==> src/rtl/pap_wb_pkg.sv <==
// ---------------------------------------------------------------------------
// pap_wb_pkg
//   Shared types and constants for the register-file write-back front end.
//   XLEN        : data width of results and register file words
//   REG_IDX_W   : width of a register index (x0..x31)
//   REG_COUNT   : number of architectural GP registers
//   wb_entry_t  : one buffered long-latency result {idx, data}
// ---------------------------------------------------------------------------
package pap_wb_pkg;

  localparam int XLEN      = 32;
  localparam int REG_IDX_W = 5;
  localparam int REG_COUNT = 32;

  typedef struct packed {
    logic [REG_IDX_W-1:0] idx;
    logic [XLEN-1:0]      data;
  } wb_entry_t;

endpackage

==> src/rtl/wb_fifo.sv <==
// ---------------------------------------------------------------------------
// wb_fifo
//   Small FIFO of wb_entry_t holding long-latency results while the ALU owns
//   the register file write port.
//   clk, rst_n     : clock / asynchronous active-low reset (empties the FIFO)
//   clr            : synchronous clear (pipeline flush), wins over push/pop
//   push, push_entry : write an entry (ignored when full)
//   pop            : discard the head entry (ignored when empty)
//   head           : current head entry (valid when !empty)
//   full, empty    : occupancy flags, both derived from count only
//   count          : number of valid entries, 0..DEPTH
// ---------------------------------------------------------------------------
module wb_fifo
  import pap_wb_pkg::*;
#(
  parameter int DEPTH = 2,
  localparam int PTR_W = (DEPTH > 1) ? $clog2(DEPTH) : 1,
  localparam int CNT_W = $clog2(DEPTH + 1)
) (
  input  logic             clk,
  input  logic             rst_n,
  input  logic             clr,
  input  logic             push,
  input  wb_entry_t        push_entry,
  input  logic             pop,
  output wb_entry_t        head,
  output logic             full,
  output logic             empty,
  output logic [CNT_W-1:0] count
);

  localparam logic [CNT_W-1:0] FULL_CNT = CNT_W'(DEPTH);

  wb_entry_t        mem_q [DEPTH];
  logic [PTR_W-1:0] rd_ptr_q, rd_ptr_d;
  logic [PTR_W-1:0] wr_ptr_q, wr_ptr_d;
  logic [CNT_W-1:0] count_q, count_d;
  logic             do_push;
  logic             do_pop;

  assign full    = (count_q == FULL_CNT);
  assign empty   = (count_q == '0);
  assign count   = count_q;
  assign head    = mem_q[rd_ptr_q];
  assign do_push = push & ~full;
  assign do_pop  = pop & ~empty;

  // DEPTH is a power of two, so the pointers wrap naturally on overflow;
  // the separate count is what tells full from empty when pointers are equal.
  always_comb begin
    rd_ptr_d = rd_ptr_q;
    wr_ptr_d = wr_ptr_q;
    count_d  = count_q;
    if (clr) begin
      rd_ptr_d = '0;
      wr_ptr_d = '0;
      count_d  = '0;
    end else begin
      if (do_push) wr_ptr_d = wr_ptr_q + 1'b1;
      if (do_pop)  rd_ptr_d = rd_ptr_q + 1'b1;
      case ({do_push, do_pop})
        2'b10:   count_d = count_q + 1'b1;
        2'b01:   count_d = count_q - 1'b1;
        default: count_d = count_q;
      endcase
    end
  end

  always_ff @(posedge clk or negedge rst_n) begin
    if (!rst_n) begin
      rd_ptr_q <= '0;
      wr_ptr_q <= '0;
      count_q  <= '0;
    end else begin
      rd_ptr_q <= rd_ptr_d;
      wr_ptr_q <= wr_ptr_d;
      count_q  <= count_d;
    end
  end

  // Storage needs no reset: an entry is only ever read after it was pushed.
  always_ff @(posedge clk) begin
    if (do_push && !clr) mem_q[wr_ptr_q] <= push_entry;
  end

endmodule

==> src/rtl/regfile_writeback.sv <==
// ---------------------------------------------------------------------------
// regfile_writeback
//   Write-side front end of the GP register file. Merges single-cycle ALU
//   results with long-latency (load / mul-div) results, drives the single
//   register file write port, and keeps a pending-write scoreboard for decode.
//   clk, rst_n        : clock / asynchronous active-low reset
//   flush             : drop buffered results, clear scoreboard, kill writes
//   alu_valid/idx/data: ALU result, always accepted, wins the write port
//   lsu_valid/idx/data, lsu_ready : long-latency result, valid/ready handshake
//   issue_valid/idx   : long-latency op issued, marks its destination busy
//   busy_mask         : bit i set while register i has a write outstanding
//   wb_en/idx/data    : registered register file write port (x0 never written)
//   XLEN must equal pap_wb_pkg::XLEN, FIFO_DEPTH a power of two >= 2.
// ---------------------------------------------------------------------------
module regfile_writeback #(
  parameter int XLEN       = 32,
  parameter int FIFO_DEPTH = 2
) (
  input  logic            clk,
  input  logic            rst_n,
  input  logic            flush,
  input  logic            alu_valid,
  input  logic [4:0]      alu_idx,
  input  logic [XLEN-1:0] alu_data,
  input  logic            lsu_valid,
  output logic            lsu_ready,
  input  logic [4:0]      lsu_idx,
  input  logic [XLEN-1:0] lsu_data,
  input  logic            issue_valid,
  input  logic [4:0]      issue_idx,
  output logic [31:0]     busy_mask,
  output logic            wb_en,
  output logic [4:0]      wb_idx,
  output logic [XLEN-1:0] wb_data
);

  import pap_wb_pkg::*;

  localparam int CNT_W = $clog2(FIFO_DEPTH + 1);

  // ---------------- long-latency buffer ----------------
  wb_entry_t        push_entry;
  wb_entry_t        fifo_head;
  logic             fifo_full;
  logic             fifo_empty;
  logic [CNT_W-1:0] fifo_count;
  logic             fifo_push;
  logic             fifo_pop;

  assign push_entry = '{idx: lsu_idx, data: lsu_data};

  // Ready depends only on occupancy so the source never sees a
  // combinational loop through lsu_valid. A full FIFO refuses even when it
  // pops that cycle.
  assign lsu_ready = ~fifo_full;
  assign fifo_push = lsu_valid & lsu_ready & ~flush;
  // The FIFO head only competes when the ALU is quiet. Because the pop
  // looks at the registered head, a freshly accepted result cannot bypass.
  assign fifo_pop  = ~flush & ~alu_valid & ~fifo_empty;

  wb_fifo #(
    .DEPTH (FIFO_DEPTH)
  ) u_fifo (
    .clk        (clk),
    .rst_n      (rst_n),
    .clr        (flush),
    .push       (fifo_push),
    .push_entry (push_entry),
    .pop        (fifo_pop),
    .head       (fifo_head),
    .full       (fifo_full),
    .empty      (fifo_empty),
    .count      (fifo_count)
  );

  // ---------------- arbiter and output register ----------------
  logic            sel_valid;
  logic [4:0]      sel_idx;
  logic [XLEN-1:0] sel_data;

  logic            wb_en_q, wb_en_d;
  logic [4:0]      wb_idx_q, wb_idx_d;
  logic [XLEN-1:0] wb_data_q, wb_data_d;

  always_comb begin
    sel_valid = 1'b0;
    sel_idx   = '0;
    sel_data  = '0;
    if (alu_valid) begin
      sel_valid = 1'b1;
      sel_idx   = alu_idx;
      sel_data  = alu_data;
    end else if (fifo_pop) begin
      sel_valid = 1'b1;
      sel_idx   = fifo_head.idx;
      sel_data  = fifo_head.data;
    end
  end

  // A result aimed at x0 still uses up its slot, but leaves the port
  // deasserted and the last idx/data on the bus untouched.
  always_comb begin
    wb_en_d   = 1'b0;
    wb_idx_d  = wb_idx_q;
    wb_data_d = wb_data_q;
    if (!flush && sel_valid && (sel_idx != '0)) begin
      wb_en_d   = 1'b1;
      wb_idx_d  = sel_idx;
      wb_data_d = sel_data;
    end
  end

  always_ff @(posedge clk or negedge rst_n) begin
    if (!rst_n) begin
      wb_en_q   <= 1'b0;
      wb_idx_q  <= '0;
      wb_data_q <= '0;
    end else begin
      wb_en_q   <= wb_en_d;
      wb_idx_q  <= wb_idx_d;
      wb_data_q <= wb_data_d;
    end
  end

  assign wb_en   = wb_en_q;
  assign wb_idx  = wb_idx_q;
  assign wb_data = wb_data_q;

  // ---------------- pending-write scoreboard ----------------
  logic [REG_COUNT-1:0] busy_q, busy_d;

  assign busy_d[0] = 1'b0;

  // Per register: flush clears, an issue sets, a pop of that register
  // clears. Set beats clear so a re-issue racing the old result stays busy.
  for (genvar gi = 1; gi < REG_COUNT; gi++) begin : g_busy
    logic set_bit;
    logic clr_bit;
    assign set_bit    = issue_valid && (issue_idx == REG_IDX_W'(gi));
    assign clr_bit    = fifo_pop && (fifo_head.idx == REG_IDX_W'(gi));
    assign busy_d[gi] = flush   ? 1'b0 :
                        set_bit ? 1'b1 :
                        clr_bit ? 1'b0 : busy_q[gi];
  end

  always_ff @(posedge clk or negedge rst_n) begin
    if (!rst_n) busy_q <= '0;
    else        busy_q <= busy_d;
  end

  assign busy_mask = busy_q;

  // ---------------- protocol checks ----------------
  // Decode must not issue to a register still in flight, unless that
  // register's result is retiring in the very same cycle.
  a_issue_not_busy : assert property (@(posedge clk) disable iff (!rst_n)
    (issue_valid && !flush && (issue_idx != '0) &&
     !(fifo_pop && (fifo_head.idx == issue_idx))) |-> !busy_q[issue_idx])
    else $error("issue to busy register x%0d", issue_idx);

  a_no_x0_write : assert property (@(posedge clk) disable iff (!rst_n)
    wb_en_q |-> (wb_idx_q != '0))
    else $error("write-back to x0");

  a_count_bound : assert property (@(posedge clk) disable iff (!rst_n)
    fifo_count <= CNT_W'(FIFO_DEPTH))
    else $error("fifo count overflow");

endmodule

==> config.mk <==
export PLATFORM = sky130hd
export DESIGN_NAME = regfile_writeback
export DESIGN_NICKNAME = d
export VERILOG_FILES = /design/src/rtl/pap_wb_pkg.sv /design/src/rtl/wb_fifo.sv /design/src/rtl/regfile_writeback.sv
export SDC_FILE = /design/constraint.sdc
export NUM_CORES = 1
export LEC_CHECK = 0
export ABC_AREA = 1
export CAP_MARGIN = 25
export CORE_MARGIN = 4
export CORE_UTILIZATION = 50
export CTS_CLUSTER_DIAMETER = 200
export CTS_CLUSTER_SIZE = 10
export DETAILED_ROUTE_END_ITERATION = 6
export HOLD_SLACK_MARGIN = 0.02
export PLACE_DENSITY = 0.92
export SYNTH_ARGS = -nofsm -noshare
export SYNTH_HDL_FRONTEND = slang
export SYNTH_SLANG_ARGS = --single-unit
==> constraint.sdc <==
create_clock -name clk -period 3.4 [get_ports clk]
set_input_delay 0.68 -clock clk [delete_from_list [all_inputs] [get_ports clk]]
set_output_delay 0.68 -clock clk [all_outputs]
set_load 0.01 [all_outputs]
== Word level (Yosys, flattened, before mapping) ==
Memory sizes are Yosys's and may differ from the RTL's.
Index checks and enable logic that the tools add are counted.
Word-level totals
  word-level logic and storage cells: 327
  memory bits (writable): 74
  bits of input ports: 85
  register bits: 73
  memories kept: 1
  output and inout port bits: 71
Memories
  u_fifo.mem_q: depth 2, bits a word 37, rd ports 1, clocked after Yosys merged registers in 0, write ports 1, RTL line wb_fifo.sv:34  | wb_entry_t mem_q [DEPTH];
Operators by class
  add/subtract/negate cells: 4
  muxes and demuxes: 108
  eq/ne operators: 65
  reductions and logical operators: 102
  bitwise logic cells: 10
Operators by type and width (count)
  == test 5 bit, second input constant: 32
  2-to-1 mux 1 bit: 102
  nonzero test 3 bit: 32
  == test 5 x 4 -> 1 bit, second input constant: 16
  logical AND 1 bit: 65
  2-to-1 mux 32 bit: 2
  == test 5 x 3 -> 1 bit, second input constant: 8
  == test 5 x 2 -> 1 bit, second input constant: 4
  == test 5 x 1 -> 1 bit, second input constant: 2
  2-to-1 mux 5 bit: 2
  AND 1 bit: 6
  nonzero test 5 bit: 1
  == test 2 bit, second input constant: 2
  inverter 1 bit: 4
  case mux 2 bit (2 select lines): 1
  nonzero test 2 bit: 2
  adder 1 bit, second input constant: 2
  adder 2 x 1 -> 2 bit, second input constant: 1
  == test 2 x 1 -> 1 bit, second input constant: 1
  logical NOT 2 bit: 1
  2-to-1 mux 2 bit: 1
  subtractor 2 x 1 -> 2 bit, second input constant: 1
  logical NOT 1 bit: 1

== Logic depth before layout (Yosys ltp) ==
Gate-level depths: netlist of the first run.
  depth in word-level cells: 8
  mapped depth: 14
  mapped depth without buffers: 10

== Hierarchy ==
A second synthesis of the first run with hierarchy kept.
Second synthesis, totals
  cells, all modules: 652
  area, all modules: 6403.6 um^2
Modules (own cells, without submodules)
  regfile_writeback: area each 3455.8 um^2, sequential area each 1726.7 um^2, cells an instance 423, times used 1
  wb_fifo: area each 2947.8 um^2, sequential area each 2322.2 um^2, cells an instance 229, times used 1

== Least setup slack after synthesis of the first run ==
OpenSTA, ideal clock, no wires.
  path kind: input to register
  start point: input flush
  end point: memory u_fifo.mem_q[0][0] in the netlist's numbering (enable)
  required time: 2.969 ns
  setup time: 0.431 ns
  arrival: 2.592 ns
  slack: 0.377 ns
  buffers on the path: 1
  stages: 4
  cells stage by stage: buf_4 nor2_1 inv_1 nor2_1
Between the ends
  longest elaborated chain between the ends: 6
  elaborated cells between the ends (all ways): 7
  classes of those cells: mux: 2; bitwise: 3; reduce/logical: 2
Ends and longest elaborated chain
  from (decl): RTL line regfile_writeback.sv:21  | input logic flush,
  inverter 1 bit: RTL line regfile_writeback.sv:56  | assign fifo_push = lsu_valid & lsu_ready & ~flush;
  AND 1 bit: RTL line regfile_writeback.sv:56
  AND 1 bit: RTL line wb_fifo.sv:45  | assign do_push = push & ~full;
  logical AND 1 bit (*): RTL line wb_fifo.sv:83  | if (do_push && !clr) mem_q[wr_ptr_q] <= push_entry;
  2-to-1 mux 1 bit (*): RTL line wb_fifo.sv:83
  2-to-1 mux 1 bit (implied by the code) (*): RTL line wb_fifo.sv:83
  to (decl): RTL line wb_fifo.sv:34
Mark *: on every way between the ends. The rest lies on a longest branch, timed or not.

== Worst setup path after layout of the first run ==
  start point: register u_fifo.rd_ptr_q
  end point: register wb_data_q[3] (netlist: wb_data[3])
Between the ends
  longest elaborated chain between the ends: 5
  elaborated cells between the ends (all ways): 7
  classes of those cells: mux: 4; reduce/logical: 2; memory: 1
Ends and longest elaborated chain
  from (decl): RTL line wb_fifo.sv:35  | logic [PTR_W-1:0] rd_ptr_q, rd_ptr_d;
  from (signal assigned): RTL line wb_fifo.sv:75  | rd_ptr_q <= rd_ptr_d;
  memory (2 x 37 bit) (*)
  2-to-1 mux 5 bit: RTL line regfile_writeback.sv:93  | end else if (fifo_pop) begin
  2-to-1 mux 5 bit: RTL line regfile_writeback.sv:89  | if (alu_valid) begin
  nonzero test 5 bit: RTL line regfile_writeback.sv:106  | if (!flush && sel_valid && (sel_idx != '0)) begin
  logical AND 1 bit: RTL line regfile_writeback.sv:106
  to (signal assigned): RTL line regfile_writeback.sv:121  | wb_data_q <= wb_data_d;
  to (decl): RTL line regfile_writeback.sv:83  | logic [XLEN-1:0] wb_data_q, wb_data_d;
Marks and branches as above.
A chain may end at the register's enable or synchronous reset.

==> out/qor.csv, run 1 <==
metric,value,unit
cp_max_fo,39,
fill_cells,908,
start_util,52.1,%
dr.pass1.iters,5,
via_per_inst,5.32,
postCtsSetupRepairBufs,0,
finalPower,0.00496,W
ir_drop,0.000398,V
cp.arrival,2.87,ns
cts-hold-fix-buffers,0,
ctsResizeCount,0,
fin_crit,2.52,ns
required,3.75,ns
antenna_left,0,
hp-class,primary input to asynchronous set/reset pin,
max-clock-path-buffers,2,
fin_setup_tns,0,ns
track_usage,23.9,%
pin_count,156,
wl_per_cell,16.8,microns
grt_pass1_vias,5401,
cp-end-kind,flop,
cts_buffers,17,
fmax,0.397,GHz
totalWireLength,16900,microns
grt_pass1_wl,26800,microns
hpwlAfterDp,11400,microns
yosysSeqAreaShare,63.6,%
via_count,5323,
antenna_found_initial,0,
p_per_area,577,mW/mm^2
clk_latency,0.42,ns
core_area,0.0122,sq mm
grt_overflow_total,0,
htreeDepth,4,
die_w,121,microns
final_common_cell,nand2_1,
num_antenna_cells,0,
port_buffers,154,
synth_area_leaders,"edfxtp_1, dfrtp_1, nand2_1, nor2_1, o31ai_1",
cts_tree,yes,
worstMarginPinSlew,0.914,ns
drc,0,
nNetsFinal,905,
worstSetupPathType,flop to flop,
synth_top_flop_cell,edfxtp_1,
layout_common_cells,"nand2_1, clkdlybuf4s50_1, nor2_1",
syn-num-nets,758,
num_rows,40,
p_leak,3.54,nW
dieArea,0.0146,sq mm
yosys.area.top_type,edfxtp_1,
clkTransAtPathRegs,0.06,ns
synth_area_per_cell,9.46,sq um
area_growth_syn_to_layout,34.9,%
finalCritPeriodShare,74.1,%
fp.dieH,121,microns
cts.sinks,147,
hold_viol,0,
maxCapViolCount,0,
slew_viol_final,0,
synth_top_cell_area_share,34.9,%
drt-initial-drc-count,532,
postPlaceCellArea,0.00803,sq mm
synth_edf_count,74,
grt_max_degree,74,
worst_clock_skew,0.00748,ns
outcome,finished clean,
yosysUniqueCellTypes,26,
start_kind,flop,
setup_viol,0,
ys_ff_latch,147,
syn-cell-area,0.00637,sq mm
final_area,0.00859,sq mm
place_congestion,0.884,
yosysWarnings,0,
async_reset_ff_share,49.7,%
synth_cells,673,
cts_root_buffer,clkbuf_16,
rsz0062_at_grt,false,
slew_headroom,39.1,%
drive_above_1_share,6.60,%
where the power goes:
part           internal [W]  switching [W]
clock               0.00107       0.000702
combinational      0.000444       0.000572
sequential          0.00206       0.000105
cells in the mapped netlist (all sizes together) (2+ instances only):
cell type  count
o21ai         11
nand3         42
a22o           4
or2            2
nand2        244
o31ai         28
buf           13
clkbuf        23
inv           25
edfxtp        74
nor2          99
a21oi         31
dfrtp         73
layer usage:
layer	up-vias	GRT usage, %	wire length, microns
li1	2504	-	-
met1	2517	27.6	6340
met2	253	40.6	8640
met3	49	6.41	1240
met4	0	12.5	642
met5	-	0	0
per-stage QoR:
step	util (%)	setup WS, ns	hold WS, ns	cells
after floorplan	-	0.377	0.384	673
after global placement	65.8	0.643	0.454	969
after detailed placement	65.8	0.497	0.459	969
after CTS	70.3	0.869	0.419	1001
after global routing	70.3	0.555	0.476	1001
final	70.3	0.881	0.402	1001
path summary, 6_finish.rpt:
kind / start / end / slack [ns] / depth (start not counted)
worst max-delay path: u_fifo.rd_ptr_q / wb_data[3] / 0.88 / 9
worst min-delay path: rst_n / busy_mask[17] / 0.40 / 1
worst max register to register: u_fifo.rd_ptr_q / wb_data[3] / 0.88 / 9
worst min register to register: wb_data[29] / wb_data[29] / 0.47 / 2
max in group asynchronous: rst_n / wb_data[8] / 2.41 / 1
min in group clk: wb_data[29] / wb_data[29] / 0.47 / 2
registers in the layout, summed over array words and instances (netlist names):
register	cells
wb_idx	5
busy_mask	31
u_fifo.count	2
wb_data	32
u_fifo.rd_ptr_q	1
u_fifo.wr_ptr_q	1
u_fifo.mem_q	74
wb_en	1
cells by family (layout without fill, tap and decap cells):
| kind of cell | Yosys count | in the layout | synth area share, % |
|---|---|---|---|
| buffers and inverters | 61 | 221 | 4.40 |
| other | 1 | 1 | 0.0589 |
| AOI/OAI and AO/OA | 76 | 76 | 7.45 |
| DFF | 147 | 147 | 63.6 |
| and+or+nand+nor | 388 | 388 | 24.5 |
critical path: stages, from the launching register on:
cell	delay [ns]
dfrtp_1	0.39
inv_2	0.52
o21ai_1	0.34
nand2_1	0.15
nand2_2	0.08
nor2_4	0.10
nand3_4	0.07
nand2_2	0.54
nand2_1	0.14
nand2_1	0.11
cell type report:
type	count	area (sq um)	share of cell area (%)
Clock buffer	21	440	5.13
Clock inverter	11	115	1.34
Inverter	25	96.3	1.12
Multi-Input combinational cell	465	2060	24.0
Sequential cell	147	4050	47.1
Tap cell	168	210	2.45
Timing Repair Buffer	164	1610	18.8
(Power assumes the default switching activity.)
==> run 2: changes to the inputs <==
==> constraint.sdc (replaced) <==
create_clock -name clk -period 2.4 [get_ports clk]
set_input_delay 0.48 -clock clk [delete_from_list [all_inputs] [get_ports clk]]
set_output_delay 0.48 -clock clk [all_outputs]
set_load 0.01 [all_outputs]
==> run 2 against run 1 <==
Against the previous run:
- register-to-register slack got worse by 0.46 ns
- largest cell class unchanged
- critical endpoint is now lsu_ready
- total power is 44% higher
- cell count is 1.5% higher
- die area unchanged
- clock power up 44%
- clock-buffer cell count is 2 lower
- sequential cell count did not move
- clock skew rose by 0.00096 ns
- non-clock buffer count up 15
- global-route usage fell by 0.26 points
- critical path depth decreased by 6
- largest power group unchanged
- utilization is 1.5 points higher
==> out/qor.csv, run 2 (synthesis gave the netlist of run 1 again) <==
metric,value,unit,change
nNetsFinal,920,,+1.7%
largest_reg_flops,74,,unchanged
hold_viol,0,,unchanged
p_per_area,812,mW/mm^2,+41%
worst_clock_skew,0.00844,ns,+0.000959 ns
start_util,52.1,%,unchanged
dr.pass1.iters,5,,unchanged
maxCapViolCount,0,,unchanged
num_rows,40,,unchanged
finalCritPeriodShare,86.1,%,
crit_buf_inv,2,,+1
slowest_delay,0.58,ns,+0.04 ns
worstSetupPathType,flop to output pin,,
grt_pass1_vias,5524,,+2.3%
grt_overflow_total,0,,unchanged
track_usage,23.6,%,-0.26 points
clkTransAtPathRegs,0.06,ns,about the same
cp-end-kind,output pin,,
cts_buffers,17,,unchanged
area_growth_syn_to_layout,37.9,%,
required,1.92,ns,-1.83 ns
p_leak,3.64,nW,+2.8%
cts_root_buffer,clkbuf_16,,
cts-hold-fix-buffers,0,,unchanged
fmax,0.484,GHz,
drt-initial-drc-count,538,,+1.1%
grt_pass1_wl,26800,microns,-0.21%
clk_latency,0.42,ns,about the same
ir_drop,0.000707,V,+78%
post-place-ws,0.0287,ns,-0.469 ns
wl_per_cell,16.5,microns,-2.0%
pin_count,156,,unchanged
via_per_inst,5.32,,about the same
grt_max_degree,74,,unchanged
antenna_left,0,,unchanged
hpwlAfterDp,11600,microns,+1.3%
totalWireLength,16800,microns,-0.51%
start_kind,flop,,
cp_max_fo,4,,-90%
cp.arrival,1.59,ns,-1.28 ns
slew_headroom,63.8,%,+25 points
drive_above_1_share,8.61,%,+2.0 points
finalPower,0.00713,W,+44%
antenna_found_initial,0,,unchanged
port_buffers,154,,unchanged
worstMarginPinSlew,0.543,ns,-0.372 ns
htreeDepth,4,,unchanged
ctsResizeCount,0,,unchanged
fin_crit,2.07,ns,
largest_register,u_fifo.mem_q,,
cts_tree,yes,,
setup_viol,0,,unchanged
slew_viol_final,0,,unchanged
postCtsSetupRepairBufs,0,,unchanged
layout_setup_ws,0.333,ns,-0.548 ns
die_w,121,microns,unchanged
hp-class,primary input to asynchronous set/reset pin,,
fill_cells,832,,-8.4%
via_count,5401,,+1.5%
final_common_cell,nand2_1,,
drc,0,,unchanged
dieArea,0.0146,sq mm,unchanged
cts.sinks,147,,unchanged
fp.dieH,121,microns,unchanged
final_core_util,71.9,%,+1.5 points
rsz0062_at_grt,false,,
layout_common_cells,"nand2_1, clkdlybuf4s50_1, nor2_1",,
core_area,0.0122,sq mm,unchanged
crit_chain,"inv_1, nand2_1, clkdlybuf4s50_1",,
crit_family,buffers and inverters,,
outcome,finished clean,,
max-clock-path-buffers,2,,unchanged
num_antenna_cells,0,,unchanged
place_congestion,0.885,,+0.10%
slowest_stage,clkdlybuf4s50_1,,
==> run 2: path summary, 6_finish.rpt <==
| kind | from | end | slack [ns] | depth (start not counted) |
|---|---|---|---|---|
| max | u_fifo.count[0] | lsu_ready | 0.33 | 3 |
| min | rst_n | busy_mask[3] | 0.04 | 2 |
| max reg2reg | u_fifo.rd_ptr_q | wb_data[5] | 0.42 | 10 |
| min reg2reg | wb_idx[4] | wb_idx[4] | 0.47 | 2 |
| max in group asynchronous | rst_n | wb_idx[1] | 2.01 | 2 |
| min in group clk | wb_idx[4] | wb_idx[4] | 0.47 | 2 |
==> run 2: per-layer routing <==
metal / track usage, % / routed length, microns / up-vias / share of wire [%]
met3: 5.10 / 1140 / 56 / 6.8
met5: 0 / 0 / - / 0
li1: - / - / 2546 / -
met4: 13.3 / 762 / 0 / 4.5
met1: 27.2 / 6240 / 2543 / 37
met2: 40.7 / 8640 / 256 / 51
==> run 2: area by class of cell <==
class                      count  area, sq um  share of cell area, %
sequential                   147         4050                   46.1
multi-input combinational    465         2060                   23.5
inverter                      25         96.3                   1.10
timing repair buffer         179         1790                   20.4
clock buffer                  19          443                   5.05
clock inverter                13          125                   1.43
tap                          168          210                   2.40
==> run 2: through the flow <==
| step | std cells | instance area, sq um | TNS, ns | hold slack (ns) |
|---|---|---|---|---|
| floorplan | 673 | 6370 | -31.33 | 0.184 |
| global placement | 984 | 8210 | 0 | 0.454 |
| detailed placement | 984 | 8210 | 0 | 0.463 |
| CTS | 1016 | 8780 | 0 | 0.0735 |
| global route | 1016 | 8780 | 0 | 0.0980 |
| finish | 1016 | 8780 | 0 | 0.0390 |
==> run 2: where the power goes <==
group	leakage [nW]	total, W	internal, W	switching [W]
logic	1.71	0.00151	0.000682	0.000823
clock network	0.270	0.00255	0.00147	0.00108
registers	1.65	0.00307	0.00292	0.000150
==> run 3: changes to the inputs <==
--- a/config.mk
+++ b/config.mk
@@ -7,13 +7,14 @@
 export LEC_CHECK = 0
 export ABC_AREA = 1
 export CAP_MARGIN = 25
-export CORE_MARGIN = 4
+export CORE_MARGIN = 10
 export CORE_UTILIZATION = 50
 export CTS_CLUSTER_DIAMETER = 200
 export CTS_CLUSTER_SIZE = 10
 export DETAILED_ROUTE_END_ITERATION = 6
 export HOLD_SLACK_MARGIN = 0.02
 export PLACE_DENSITY = 0.92
+export SLEW_MARGIN = 25
 export SYNTH_ARGS = -nofsm -noshare
 export SYNTH_HDL_FRONTEND = slang
 export SYNTH_SLANG_ARGS = --single-unit
==> run 3 against run 2 <==
Against the previous run:
- clock-buffer cell count decreased by 1
- first-iteration DRC count decreased by 24%
- sequential power about the same
- routed wire length increased by 8.3%
- global-route usage decreased by 3.0 points
- critical path depth unchanged
- sequential cell count unchanged
- setup slack got worse by 0.025 ns
- combinational power about the same
- utilization decreased by 1.5 points
- cell count increased by 0.79%
==> out/qor.csv, run 3 (synthesis gave the netlist of run 1 again) <==
metric,value,unit,change
required,1.92,ns,about the same
nNetsFinal,921,,+0.11%
fin_crit,2.09,ns,+0.0254 ns
cts_root_buffer,clkbuf_16,,
power.internal,0.00534,W,+5.2%
r2r-start,u_fifo.count[0],,
slew_headroom,60.2,%,-3.6 points
met2_usage,35.1,%,-5.7 points
regToRegSetupSlack,0.40,ns,-0.02 ns
final_common_cell,nand2_1,,
cts.sinks,147,,unchanged
cp-end-kind,output pin,,
power_switching,0.00203,W,-1.3%
slew_viol_final,0,,unchanged
grt_max_degree,47,,-36%
clkTransAtPathRegs,0.06,ns,about the same
post-place-ws,-0.00656,ns,-0.0353 ns
crit_chain,"inv_1, nand2_1, clkdlybuf4s50_1",,
layout_common_cells,"nand2_1, clkdlybuf4s50_1, nor2_1",,
seqPwrFrac,41.7,%,-1.4 points
comb_power_share,20.7,%,-0.4 points
top_usage_layer,met2,,
p_per_area,832,mW/mm^2,+2.5%
worstSetupPathType,flop to output pin,,
drt-initial-drc-count,411,,-24%
hp-class,primary input to asynchronous set/reset pin,,
port_buffers,154,,unchanged
core_area,0.0126,sq mm,+2.9%
worst_clock_skew,0.00963,ns,+0.00119 ns
dr.pass1.iters,4,,-1
fp.dieH,133,microns,+9.9%
swShare,27.5,%,-1.3 points
finalCritPeriodShare,87.2,%,+1.1 points
r2r_end,wb_data[5],,
largest_register,u_fifo.mem_q,,
maxCapViolCount,0,,unchanged
grt_pass1_wl,28800,microns,+7.7%
clk_latency,0.43,ns,about the same
via_count,5353,,-0.89%
track_usage,20.6,%,-3.0 points
use_met3,6.51,%,+1.4 points
worstMarginPinSlew,0.597,ns,+0.0544 ns
cp_max_fo,4,,unchanged
pin_count,156,,unchanged
outcome,finished clean,,
antenna_left,0,,unchanged
start_kind,flop,,
max-clock-path-buffers,2,,unchanged
layout_setup_ws,0.307,ns,-0.0254 ns
dieArea,0.0176,sq mm,+21%
cp.arrival,1.61,ns,+0.02 ns
area_growth_syn_to_layout,38.9,%,
rsz0062_at_grt,false,,
hpwlAfterDp,12900,microns,+12%
num_rows,41,,+2.5%
antenna_found_initial,3,,+3
ir_drop,0.000541,V,-23%
slowest_stage,clkdlybuf4s50_1,,
met1_usage,22.2,%,-5.0 points
ff2ff_path_depth,10,,unchanged
place_congestion,0.880,,-0.63%
die_w,133,microns,+9.9%
fmax,0.478,GHz,-1.2%
slowest_delay,0.58,ns,about the same
largest_reg_flops,74,,unchanged
totalWireLength,18200,microns,+8.3%
cts_tree,yes,,
via_per_inst,5.23,,-1.7%
setup_viol,0,,unchanged
dp_cells,989,,+0.51%
htreeDepth,4,,unchanged
drc,0,,unchanged
hold_viol,0,,unchanged
fin_cells,1024,,+0.79%
postCtsSetupRepairBufs,0,,unchanged
ctsResizeCount,0,,unchanged
clkPwrFrac,37.6,%,+1.8 points
drive_above_1_share,8.60,%,-0.010 points
cts-hold-fix-buffers,0,,unchanged
p_leak,3.66,nW,+0.69%
wl_per_cell,17.7,microns,+7.5%
grt_overflow_total,0,,unchanged
start_util,50.7,%,-1.5 points
grt_pass1_vias,5533,,+0.16%
cts_buffers,17,,unchanged
## run 3: per-stage QoR
stage               hold WS [ns]  utilization, %  area, sq um  power, W  TNS [ns]
floorplan                  0.184               -         6370   0.00379    -31.33
global route               0.100            70.4         8840   0.00767         0
detailed placement         0.458            65.4         8220   0.00462  -0.00679
finish                    0.0572            70.4         8840   0.00736         0
global placement           0.454            65.4         8220   0.00457         0
CTS                       0.0758            70.3         8840   0.00739         0
## run 3: final cells by class
| class | count | area [sq um] |
|---|---|---|
| clock buffer | 18 | 429 |
| tap | 172 | 215 |
| fill | 880 | 3720 |
| antenna | 3 | 7.51 |
| inverter | 25 | 96.3 |
| timing repair buffer | 180 | 1800 |
| clock inverter | 14 | 186 |
| multi-input combinational | 465 | 2060 |
| sequential | 147 | 4050 |
## run 3: worst max-delay path, delay by kind of cell (launching register included)
family / cells / cell delay, ns
buffers and inverters: 2 / 0.67
DFF: 1 / 0.41
and+or+nand+nor: 1 / 0.11
## run 3: per-layer routing
metal | share of wire, % | wire [microns] | vias to the layer above
li1 | - | - | 2545
met1 | 38 | 6840 | 2514
met2 | 50 | 9180 | 229
met3 | 6.9 | 1250 | 65
met4 | 5.0 | 906 | 0
met5 | 0 | 0 | -
## run 3: power groups by stage
stage | Sequential [W] | Clock [W] | Combinational [W]
floorplan | 0.00317 | 0 | 0.000622
global placement | 0.00310 | 0 | 0.00147
detailed placement | 0.00310 | 0 | 0.00152
CTS | 0.00307 | 0.00278 | 0.00153
global route | 0.00310 | 0.00291 | 0.00167
finish | 0.00307 | 0.00277 | 0.00153
## run 3: worst max path at each step
stage               cells past startpoint             from                  to
floorplan                               4            flush  u_fifo.mem_q[0][0]
global placement                        9        alu_valid         wb_data[10]
detailed placement                      9        alu_valid          wb_data[5]
CTS                                     3  u_fifo.count[0]           lsu_ready
global route                            3  u_fifo.count[0]           lsu_ready
finish                                  3  u_fifo.count[0]           lsu_ready
